## src/rtl/core_pkg.sv

```systemverilog
// core_pkg: shared fetch-entry type, default sizes and lane-count helper for the issue queue
package core_pkg;
  localparam int ENTRY_W_DEF = 64;
  localparam int DEPTH_DEF = 8;
  localparam int PTR_W = $clog2(DEPTH_DEF);
  localparam int CNT_W = $clog2(DEPTH_DEF + 1);
  typedef struct packed {
    logic [31:0] pc;
    logic [31:0] instr;
  } fetch_entry_t;
  function automatic int unsigned popcount_contig(input logic [31:0] v);
    int unsigned n = 0;
    for (int i = 0; i < 32; i++) n += 32'(v[i]);
    return n;
  endfunction
endpackage

```

## src/rtl/issue_queue.sv

```systemverilog
// issue_queue: multi-lane in-order instruction queue between fetch and decode
module issue_queue
  import core_pkg::*;
#(
  parameter int ENTRY_W = ENTRY_W_DEF,
  parameter int DEPTH = DEPTH_DEF,
  parameter int PUSH_W = 2,
  parameter int ISSUE_W = 2,
  parameter int AF_THRESH = 6
) (
  input  logic                          clk,
  input  logic                          rst,
  input  logic                          flush,
  input  logic [PUSH_W-1:0]             in_valid,
  input  logic [PUSH_W*ENTRY_W-1:0]     in_data,
  output logic                          in_ready,
  input  logic                          stall,
  input  logic [$clog2(ISSUE_W+1)-1:0]  deq_cnt,
  output logic [ISSUE_W-1:0]            out_valid,
  output logic [ISSUE_W*ENTRY_W-1:0]    out_data,
  output logic [$clog2(DEPTH+1)-1:0]    count,
  output logic                          empty,
  output logic                          full,
  output logic                          almost_full
);
  localparam int PW = $clog2(DEPTH);
  localparam int CW = $clog2(DEPTH + 1);
  logic [ENTRY_W-1:0] mem [DEPTH];
  logic [PW-1:0] head, tail;
  logic [CW-1:0] push_n, push_acc, pop_req, pop_n, avail;
  // in_ready looks only at registered count so fetch never sees a loop through valid/deq
  always_comb begin
    push_n = CW'(popcount_contig(32'(in_valid)));
    in_ready = (CW'(DEPTH) - count) >= CW'(PUSH_W);
    push_acc = in_ready ? push_n : '0;
    pop_req = stall ? '0 : CW'(deq_cnt);
    pop_n = pop_req > count ? count : pop_req;
    avail = count < CW'(ISSUE_W) ? count : CW'(ISSUE_W);
    empty = count == '0;
    full = count == CW'(DEPTH);
    almost_full = count >= CW'(AF_THRESH);
    for (int i = 0; i < ISSUE_W; i++) begin
      out_valid[i] = count > CW'(i);
      out_data[i*ENTRY_W +: ENTRY_W] = mem[head + PW'(i)];
    end
  end
  always_ff @(posedge clk) begin
    for (int i = 0; i < PUSH_W; i++)
      if (in_ready && in_valid[i]) mem[tail + PW'(i)] <= in_data[i*ENTRY_W +: ENTRY_W];
    if (rst || flush) begin
      head <= '0;
      tail <= '0;
      count <= '0;
    end else begin
      head <= head + PW'(pop_n);
      tail <= tail + PW'(push_acc);
      count <= count + push_acc - pop_n;
    end
    if (!rst) begin
      assert ((in_valid & (in_valid + 1'b1)) == '0);
      assert (stall || CW'(deq_cnt) <= avail);
    end
  end
endmodule

```

## config.mk

```make
export PLATFORM = sky130hd
export DESIGN_NAME = issue_queue
export DESIGN_NICKNAME = d
export VERILOG_FILES = /design/src/rtl/core_pkg.sv /design/src/rtl/issue_queue.sv
export SDC_FILE = /design/constraint.sdc
export NUM_CORES = 1
export LEC_CHECK = 0
export CAP_MARGIN = 20
export CORE_UTILIZATION = 65
export CTS_CLUSTER_SIZE = 20
export DETAILED_ROUTE_END_ITERATION = 8
export DONT_BUFFER_PORTS = 1
export GPL_ROUTABILITY_DRIVEN = 1
export PLACE_DENSITY = 0.87
export SETUP_SLACK_MARGIN = 0.05
export SLEW_MARGIN = 30
export SYNTH_ARGS = -nofsm -noshare
export SYNTH_HDL_FRONTEND = slang
export SYNTH_SLANG_ARGS = --single-unit
```

## constraint.sdc

```tcl
create_clock -name clk -period 7.8 [get_ports clk]
set_input_delay 2.34 -clock clk [delete_from_list [all_inputs] [get_ports clk]]
set_output_delay 2.34 -clock clk [all_outputs]
set_load 0.02 [all_outputs]
```

==> tab_implementation.tex, run 1 <==
\begin{tabular}{lr}
\hline
Metric & Value \\
\hline
\multicolumn{2}{l}{\textbf{Outcome}} \\
Run status & complete, no violations \\
\multicolumn{2}{l}{\textbf{Synth}} \\
Complex-gate fraction of the synthesized area & 0.00804 \\
Area of the mapped netlist & 0.0300 mm\^{}2 \\
Number of synthesized register bits & 522 \\
Proportion of netlist area held by the largest area contributor & 0.512 \\
Cell count after synthesis & 1667 \\
Share of the synthesized netlist area taken by xor and xnor gates & 0.00262 \\
Main combinational cell family by area after synthesis & multiplexers \\
Syn avg cell area & 18.0 um\^{}2 \\
Most common cell in the netlist & sky130\_fd\_sc\_hd\_\_mux2\_2 \\
Biggest area consumer among synthesized cells & sky130\_fd\_sc\_hd\_\_edfxtp\_1 \\
Number of warnings printed during yosys synthesis & 0 \\
Number of enable flip-flop cells after synthesis & 512 \\
Async set or reset register ratio after synthesis & 0 \\
Arithmetic-cell share of the synthesized area counting full adders, half adders and majority gates & 0.0106 \\
Portion of the post-synthesis area used by sequential elements & 0.519 \\
Top flip-flop cell by instance count after synthesis & sky130\_fd\_sc\_hd\_\_edfxtp\_1 \\
Most common library cells after synthesis & 524 x sky130\_fd\_sc\_hd\_\_mux2\_2, 512 x sky130\_fd\_sc\_hd\_\_edfxtp\_1, 256 x sky130\_fd\_sc\_hd\_\_mux4\_2 \\
Multiplexer share of the synthesized area & 0.432 \\
Netlist cell types & 39 \\
Fraction of the mapped netlist area in simple logic gates & 0.00850 \\
Net count of the mapped netlist & 1826 \\
Top area cells in the synthesized netlist & sky130\_fd\_sc\_hd\_\_edfxtp\_1 51\%, sky130\_fd\_sc\_hd\_\_mux2\_2 20\%, sky130\_fd\_sc\_hd\_\_mux4\_2 19\% \\
\multicolumn{2}{l}{\textbf{Pwr}} \\
Power share of the combinational group & 0.375 \\
Sw power & 3.67 mW \\
Sequential share of power & 0.377 \\
Internal & 6.98 mW \\
IR Drop Worst-Case VDD & 287 uV \\
Switching portion of total power & 0.345 \\
Share of power burned in the clock network & 0.248 \\
Standby leakage power & 10.2 nW \\
Cell Pwr Density & 326 mW/mm\^{}2 \\
\multicolumn{2}{l}{\textbf{Layout}} \\
Number of diodes added for antenna fixing & 0 \\
Total Nets Final & 1803 \\
Number of filler instances in the final layout & 2787 \\
Share of layout cells above drive strength 1 & 0.546 \\
Utilization of the core after routing & 0.719 \\
Area added between synthesis and finish & 8.83\% \\
Multi-input logic area & 0.0141 mm\^{}2 \\
Storage element area & 0.0156 mm\^{}2 \\
\multicolumn{2}{l}{\textbf{Drt}} \\
Sum of routed wire length over all layers & 75.5 mm \\
Initial DRC count & 1581 \\
Post-route antenna net violation count & 0 \\
Via Count & 16900 \\
Via/cell ratio & 7.39 \\
Router iterations before antenna repair & 5 \\
DRC violation count after routing & 0 \\
Avg WL per Cell & 33.0 um \\
\multicolumn{2}{l}{\textbf{Worst setup path}} \\
Worst path bufs/invs & 2 \\
Maximum single-stage delay on the critical path & 760 ps \\
Data required time at the worst endpoint & 5460 ps \\
Crit path kind & reg2out \\
Worst setup SP type & flip-flop \\
Critical Path Sink Type & output port \\
Worst path arrival time & 3590 ps \\
Biggest fanout along the worst timing path & 30 \\
Cell type with the highest occurrence count on the critical path & sky130\_fd\_sc\_hd\_\_buf\_4 \\
Kind of cell adding the most delay to the critical path & buffers and inverters \\
Cell at the slowest stage of the critical path & sky130\_fd\_sc\_hd\_\_dfxtp\_4 \\
Critical path cell sequence & buf\_4, buf\_4, mux4\_2, mux2\_2 \\
\multicolumn{2}{l}{\textbf{Clock tree}} \\
CTS tree & built \\
Insertion delay to the later sink of the worst-skew pair & 610 ps \\
Post-cts hold buffer count & 0 \\
Worst-path clk slew & 60 ps \\
Postcts setup bufs & 0 \\
Root buffer selected by CTS & sky130\_fd\_sc\_hd\_\_clkbuf\_16 \\
Cts bufs inserted & 54 \\
H-tree depth & 2 \\
Clk sink count & 522 \\
CTS resizes & 0 \\
Maximum buffer depth of the clock tree & 3 \\
\multicolumn{2}{l}{\textbf{Timing}} \\
Part of the cycle the worst path needs & 0.760 \\
Worst slew margin relative to its limit & 0.308 \\
Skew final & 20.5 ps \\
Post-route setup TNS & 0 ps \\
Slew of the pin with the lowest slew margin & 1030 ps \\
Slew Viols, Final & 0 \\
RSZ-0062 raised after global routing & false \\
Final-report setup violation count & 0 \\
Max Clk Rate & 0.169 GHz \\
Fin crit period & 5930 ps \\
Hold violation count in the final report & 0 \\
\multicolumn{2}{l}{\textbf{Floorplanning}} \\
Width of the die & 217 um \\
Core Region & 0.0455 mm\^{}2 \\
Cell Rows & 78 \\
Effective utilization at floorplan & 0.660 \\
Floorplan die height & 217 um \\
Die outline area & 0.0471 mm\^{}2 \\
Ports & 274 \\
\multicolumn{2}{l}{\textbf{Job}} \\
Total of max-cap violations & 0 \\
\multicolumn{2}{l}{\textbf{Placed design}} \\
I/O Buffers & 0 \\
HPWL after detailed placement & 42.7 mm \\
Weighted congestion at the end of routability-driven global placement & 0.836 \\
\multicolumn{2}{l}{\textbf{Global routing}} \\
Total global routing overflow & 0 \\
Largest net degree at the start of global routing & 144 \\
Vias in the first global route & 18200 \\
First-pass GRT wire length & 113 mm \\
All-layer global routing usage & 0.326 \\
Initial antenna violation count & 0 \\
\multicolumn{2}{l}{\textbf{Min path}} \\
Min-Delay Path Class & reg2reg \\
\hline
\end{tabular}
==> power by group through the flow <==
stage / logic (mW) / registers, mW / clock network, mW
global placement: 3.87 / 4.04 / 0
finish: 3.99 / 4.02 / 2.64
CTS: 3.97 / 4.02 / 2.66
floorplan: 3.05 / 3.99 / 0
detailed placement: 3.95 / 4.08 / 0
global route: 4.16 / 4.07 / 2.76
==> kinds of logic after synthesis <==
kind of cell | count (synthesis)
DFF | 522
muxes | 897
AOI/OAI and AO/OA | 28
adders and majority gates | 23
and+or+nand+nor | 53
buffers and inverters | 135
xor gates and xnor gates | 9
==> cells in the final DEF (no fill, tap or decap), drive strengths merged, types with 7 or more instances in the layout <==
| cell type | count |
|---|---|
| mux2 | 640 |
| edfxtp | 512 |
| mux4 | 256 |
| clkbuf | 75 |
| buf | 44 |
| nor2 | 21 |
| ha | 19 |
| clkinv | 16 |
| inv | 12 |
| and2 | 10 |
| dfxtp | 10 |
| nand2 | 9 |
| a21oi | 8 |
| bufinv | 7 |
==> registers in the layout (all words and copies together) (netlist names) <==
signal,count
mem,512
count,4
head,3
tail,3
==> area by class of cell <==
type | instances | area share
clock inverters | 24 | 0.00880
flip-flops and latches | 522 | 0.477
multi-input cells | 1010 | 0.430
well taps | 600 | 0.0230
clock buffers | 75 | 0.0457
inverters | 12 | 0.00138
repair buffers | 44 | 0.0144
==> metrics by stage <==
step | power (mW) | setup slack (ps) | hold WS (ps) | instances | instance area [um^2]
floorplan | 7.04 | 1490 | 578 | 1667 | 30000
global route | 11.0 | 1630 | 757 | 2287 | 32700
global placement | 7.91 | 2410 | 656 | 2181 | 30700
detailed placement | 8.02 | 2390 | 664 | 2185 | 30800
finish | 10.6 | 1870 | 730 | 2287 | 32700
CTS | 10.7 | 1740 | 680 | 2284 | 32600
==> worst register-to-register path: stages (launching register included) <==
cell                       delay, ps
sky130_fd_sc_hd__dfxtp_1         670
sky130_fd_sc_hd__inv_1           190
sky130_fd_sc_hd__ha_1            330
sky130_fd_sc_hd__a211oi_1        390
sky130_fd_sc_hd__o41ai_4         240
sky130_fd_sc_hd__buf_4           240
sky130_fd_sc_hd__o211ai_4        840
sky130_fd_sc_hd__buf_4           880
sky130_fd_sc_hd__mux2_2          450
==> routing by layer <==
metal,track usage,part of all wire,vias up
met5,0,0,-
met4,0.130,0.036,0
met3,0.0857,0.099,186
met2,0.549,0.50,884
met1,0.406,0.36,8902
li1,-,-,6932
==> final timing paths <==
| kind | from | end | slack (ps) | depth (start not counted) |
|---|---|---|---|---|
| setup / recovery | head[1] | out_data[51] | 1870 | 4 |
| hold / removal | tail[2] | tail[2] | 730 | 2 |
| setup reg to reg | count[0] | mem[0][14] | 3320 | 8 |
| hold reg to reg | tail[2] | tail[2] | 730 | 2 |
(Power assumes the default switching activity.)
==> run 2: changes to the inputs <==
--- a/config.mk
+++ b/config.mk
@@ -6,12 +6,12 @@
 export NUM_CORES = 1
 export LEC_CHECK = 0
 export CAP_MARGIN = 20
-export CORE_UTILIZATION = 65
+export CORE_UTILIZATION = 59
 export CTS_CLUSTER_SIZE = 20
 export DETAILED_ROUTE_END_ITERATION = 8
 export DONT_BUFFER_PORTS = 1
 export GPL_ROUTABILITY_DRIVEN = 1
-export PLACE_DENSITY = 0.87
+export PLACE_DENSITY = 0.84
 export SETUP_SLACK_MARGIN = 0.05
 export SLEW_MARGIN = 30
 export SYNTH_ARGS = -nofsm -noshare
==> constraint.sdc (replaced) <==
create_clock -name clk -period 4.8 [get_ports clk]
set_input_delay 1.44 -clock clk [delete_from_list [all_inputs] [get_ports clk]]
set_output_delay 1.44 -clock clk [all_outputs]
set_load 0.02 [all_outputs]
==> run 2 against run 1 <==
Clock skew shrank 2.7 ps. Utilization shrank 6.5 points. Clock power grew 61%. Register-to-register slack lost 2400 ps. First-iteration DRC count shrank 4.2%. Clock-buffer cell count shrank 14. Cell count grew 3.5%. Die area grew 10%. Combinational power grew 65%. Non-clock buffer count grew 7. Via count shrank 0.69%. Largest cell class unchanged.
==> tab_implementation.tex, run 2 (synthesis results as in run 1) <==
\begin{tabular}{lr}
\hline
Metric & Value \\
\hline
\multicolumn{2}{l}{\textbf{Placed design}} \\
Worst slack after detailed placement & 580 ps \\
HPWL after detailed placement & 43.5 mm \\
Weighted congestion at the end of routability-driven global placement & 0.818 \\
Post-Place Cell Area & 0.0310 mm\^{}2 \\
I/O Buffers & 0 \\
\multicolumn{2}{l}{\textbf{Timing}} \\
Part of the cycle the worst path needs & 0.891 \\
Final worst slack & 524 ps \\
Hold violation count in the final report & 0 \\
RSZ-0062 raised after global routing & false \\
Worst slew margin relative to its limit & 0.395 \\
Final-report setup violation count & 0 \\
Worst Hold Margin & 680 ps \\
Slew Viols, Final & 0 \\
Skew final & 17.8 ps \\
Slew of the pin with the lowest slew margin & 908 ps \\
Fin crit period & 4280 ps \\
Max Clk Rate & 0.234 GHz \\
\multicolumn{2}{l}{\textbf{Drt}} \\
Post-route antenna net violation count & 0 \\
Initial DRC count & 1514 \\
Avg WL per Cell & 32.0 um \\
DRC violation count after routing & 0 \\
Sum of routed wire length over all layers & 75.9 mm \\
Via Count & 16800 \\
Via/cell ratio & 7.09 \\
Router iterations before antenna repair & 5 \\
\multicolumn{2}{l}{\textbf{Clock tree}} \\
Clk sink count & 522 \\
H-tree depth & 2 \\
Postcts setup bufs & 0 \\
Worst-path clk slew & 60 ps \\
CTS resizes & 0 \\
Root buffer selected by CTS & sky130\_fd\_sc\_hd\_\_clkbuf\_16 \\
Cts bufs inserted & 56 \\
Maximum buffer depth of the clock tree & 3 \\
Insertion delay to the later sink of the worst-skew pair & 630 ps \\
CTS tree & built \\
Post-cts hold buffer count & 0 \\
\multicolumn{2}{l}{\textbf{Worst setup path}} \\
Critical path cell sequence & buf\_12, mux4\_2, mux2\_2 \\
Critical Path Sink Type & output port \\
Worst setup SP type & flip-flop \\
Minimum setup slack among reg-to-reg paths & 910 ps \\
Cell count of the worst reg-to-reg path & 13 \\
Worst path arrival time & 2840 ps \\
Data required time at the worst endpoint & 3360 ps \\
Maximum single-stage delay on the critical path & 610 ps \\
FF-to-FF End & count[3] \\
Biggest fanout along the worst timing path & 112 \\
Cell at the slowest stage of the critical path & sky130\_fd\_sc\_hd\_\_mux4\_2 \\
Crit path kind & reg2out \\
Critical register-to-register path startpoint & count[0] \\
\multicolumn{2}{l}{\textbf{Floorplanning}} \\
Effective utilization at floorplan & 0.599 \\
Core Region & 0.0502 mm\^{}2 \\
Cell Rows & 82 \\
Die outline area & 0.0518 mm\^{}2 \\
Width of the die & 228 um \\
Floorplan die height & 228 um \\
Ports & 274 \\
\multicolumn{2}{l}{\textbf{Layout}} \\
Number of filler instances in the final layout & 3344 \\
Number of diodes added for antenna fixing & 0 \\
Most common cell after layout, fill and taps aside & sky130\_fd\_sc\_hd\_\_mux2\_2 \\
Non-Filler Cell Area, Final & 0.0328 mm\^{}2 \\
Number of flip-flops under the largest register name & 512 \\
Share of layout cells above drive strength 1 & 0.555 \\
Area added between synthesis and finish & 9.22\% \\
Total Nets Final & 1812 \\
Largest Register & mem \\
Utilization of the core after routing & 0.654 \\
Most used cells in the layout excluding fill and tap cells & 524 x sky130\_fd\_sc\_hd\_\_mux2\_2, 512 x sky130\_fd\_sc\_hd\_\_edfxtp\_1, 256 x sky130\_fd\_sc\_hd\_\_mux4\_2 \\
Biggest registers after layout & mem x512, count x4 \\
\multicolumn{2}{l}{\textbf{Pwr}} \\
Internal & 11.3 mW \\
Standby leakage power & 10.2 nW \\
IR Drop Worst-Case VDD & 390 uV \\
Cell Pwr Density & 528 mW/mm\^{}2 \\
Sw power & 6.05 mW \\
Share of power burned in the clock network & 0.245 \\
Switching portion of total power & 0.350 \\
Sequential share of power & 0.375 \\
Power share of the combinational group & 0.380 \\
\multicolumn{2}{l}{\textbf{Job}} \\
Total of max-cap violations & 0 \\
\multicolumn{2}{l}{\textbf{Min path}} \\
Endpoint with the worst hold slack & tail[2] \\
Beginning of the worst hold path & tail[2] \\
Min-Delay Path Class & reg2reg \\
Cell depth of the worst min-delay path & 2 \\
\multicolumn{2}{l}{\textbf{Global routing}} \\
All-layer global routing usage & 0.296 \\
Vias in the first global route & 18000 \\
Largest net degree at the start of global routing & 113 \\
Initial antenna violation count & 0 \\
First-pass GRT wire length & 111 mm \\
Total global routing overflow & 0 \\
\multicolumn{2}{l}{\textbf{Outcome}} \\
Run status & complete, no violations \\
\hline
\end{tabular}
==> run 2: changes by cell type in the layout (fill, tap and decap cells not counted), moves of 2 or more <==
cell	before	now
sky130_fd_sc_hd__buf_12	4	10
sky130_fd_sc_hd__buf_16	3	0
sky130_fd_sc_hd__buf_4	31	40
sky130_fd_sc_hd__buf_6	4	1
sky130_fd_sc_hd__buf_8	2	0
sky130_fd_sc_hd__bufinv_16	7	5
sky130_fd_sc_hd__clkbuf_1	18	4
sky130_fd_sc_hd__clkinv_1	8	10
sky130_fd_sc_hd__clkinv_2	8	19
sky130_fd_sc_hd__inv_6	0	2
==> run 2: metrics by stage <==
step | std cells | power, mW | TNS, ps
2_1_floorplan | 1667 | 11.4 | -205650
3_3_place_gp | 2266 | 12.9 | 0
3_5_place_dp | 2266 | 13.1 | 0
4_1_cts | 2366 | 17.3 | 0
5_1_grt | 2367 | 17.9 | 0
6_report | 2367 | 17.3 | 0
==> run 2: layer usage <==
metal  up-vias  GRT usage  wire length [um]
met5         -          0                 0
met2       799      0.498             38300
met4         0      0.112              2460
met1      8858      0.374             28100
li1       6964          -                 -
met3       166     0.0699              7040
==> run 2: power by group through the flow <==
stage	logic [mW]	registers, mW	clock network (mW)
6_report	6.57	6.49	4.24
5_1_grt	6.88	6.57	4.44
2_1_floorplan	4.96	6.48	0
3_5_place_dp	6.54	6.58	0
4_1_cts	6.58	6.48	4.28
3_3_place_gp	6.43	6.49	0
==> run 2: layout make-up <==
cell class	count	area, um^2	area share
Clock buffer	61	1440	0.0439
Sequential cell	522	15600	0.475
Timing Repair Buffer	51	512	0.0156
Inverter	12	45.0	0.00137
Multi-Input combinational cell	1010	14100	0.428
Tap cell	672	841	0.0256
Clock inverter	39	324	0.00988
==> run 2: critical path: cells and delay by family, from the launching register on <==
family	cells	cell delay [ps]
multiplexers	2	970
buffers and inverters	1	520
flip-flops	1	520
==> run 2: how the worst max path moves through the flow <==
stage                          start  slack, ps      endpoint  depth (start not counted)
after CTS                   count[0]        420      in_ready                          6
after global placement    deq_cnt[1]        710      count[3]                         12
after floorplan             count[1]       -680     mem[7][0]                          6
after global routing        count[0]        400      in_ready                          7
final                        head[0]        520  out_data[87]                          3
after detailed placement  deq_cnt[1]        580      count[3]                         12
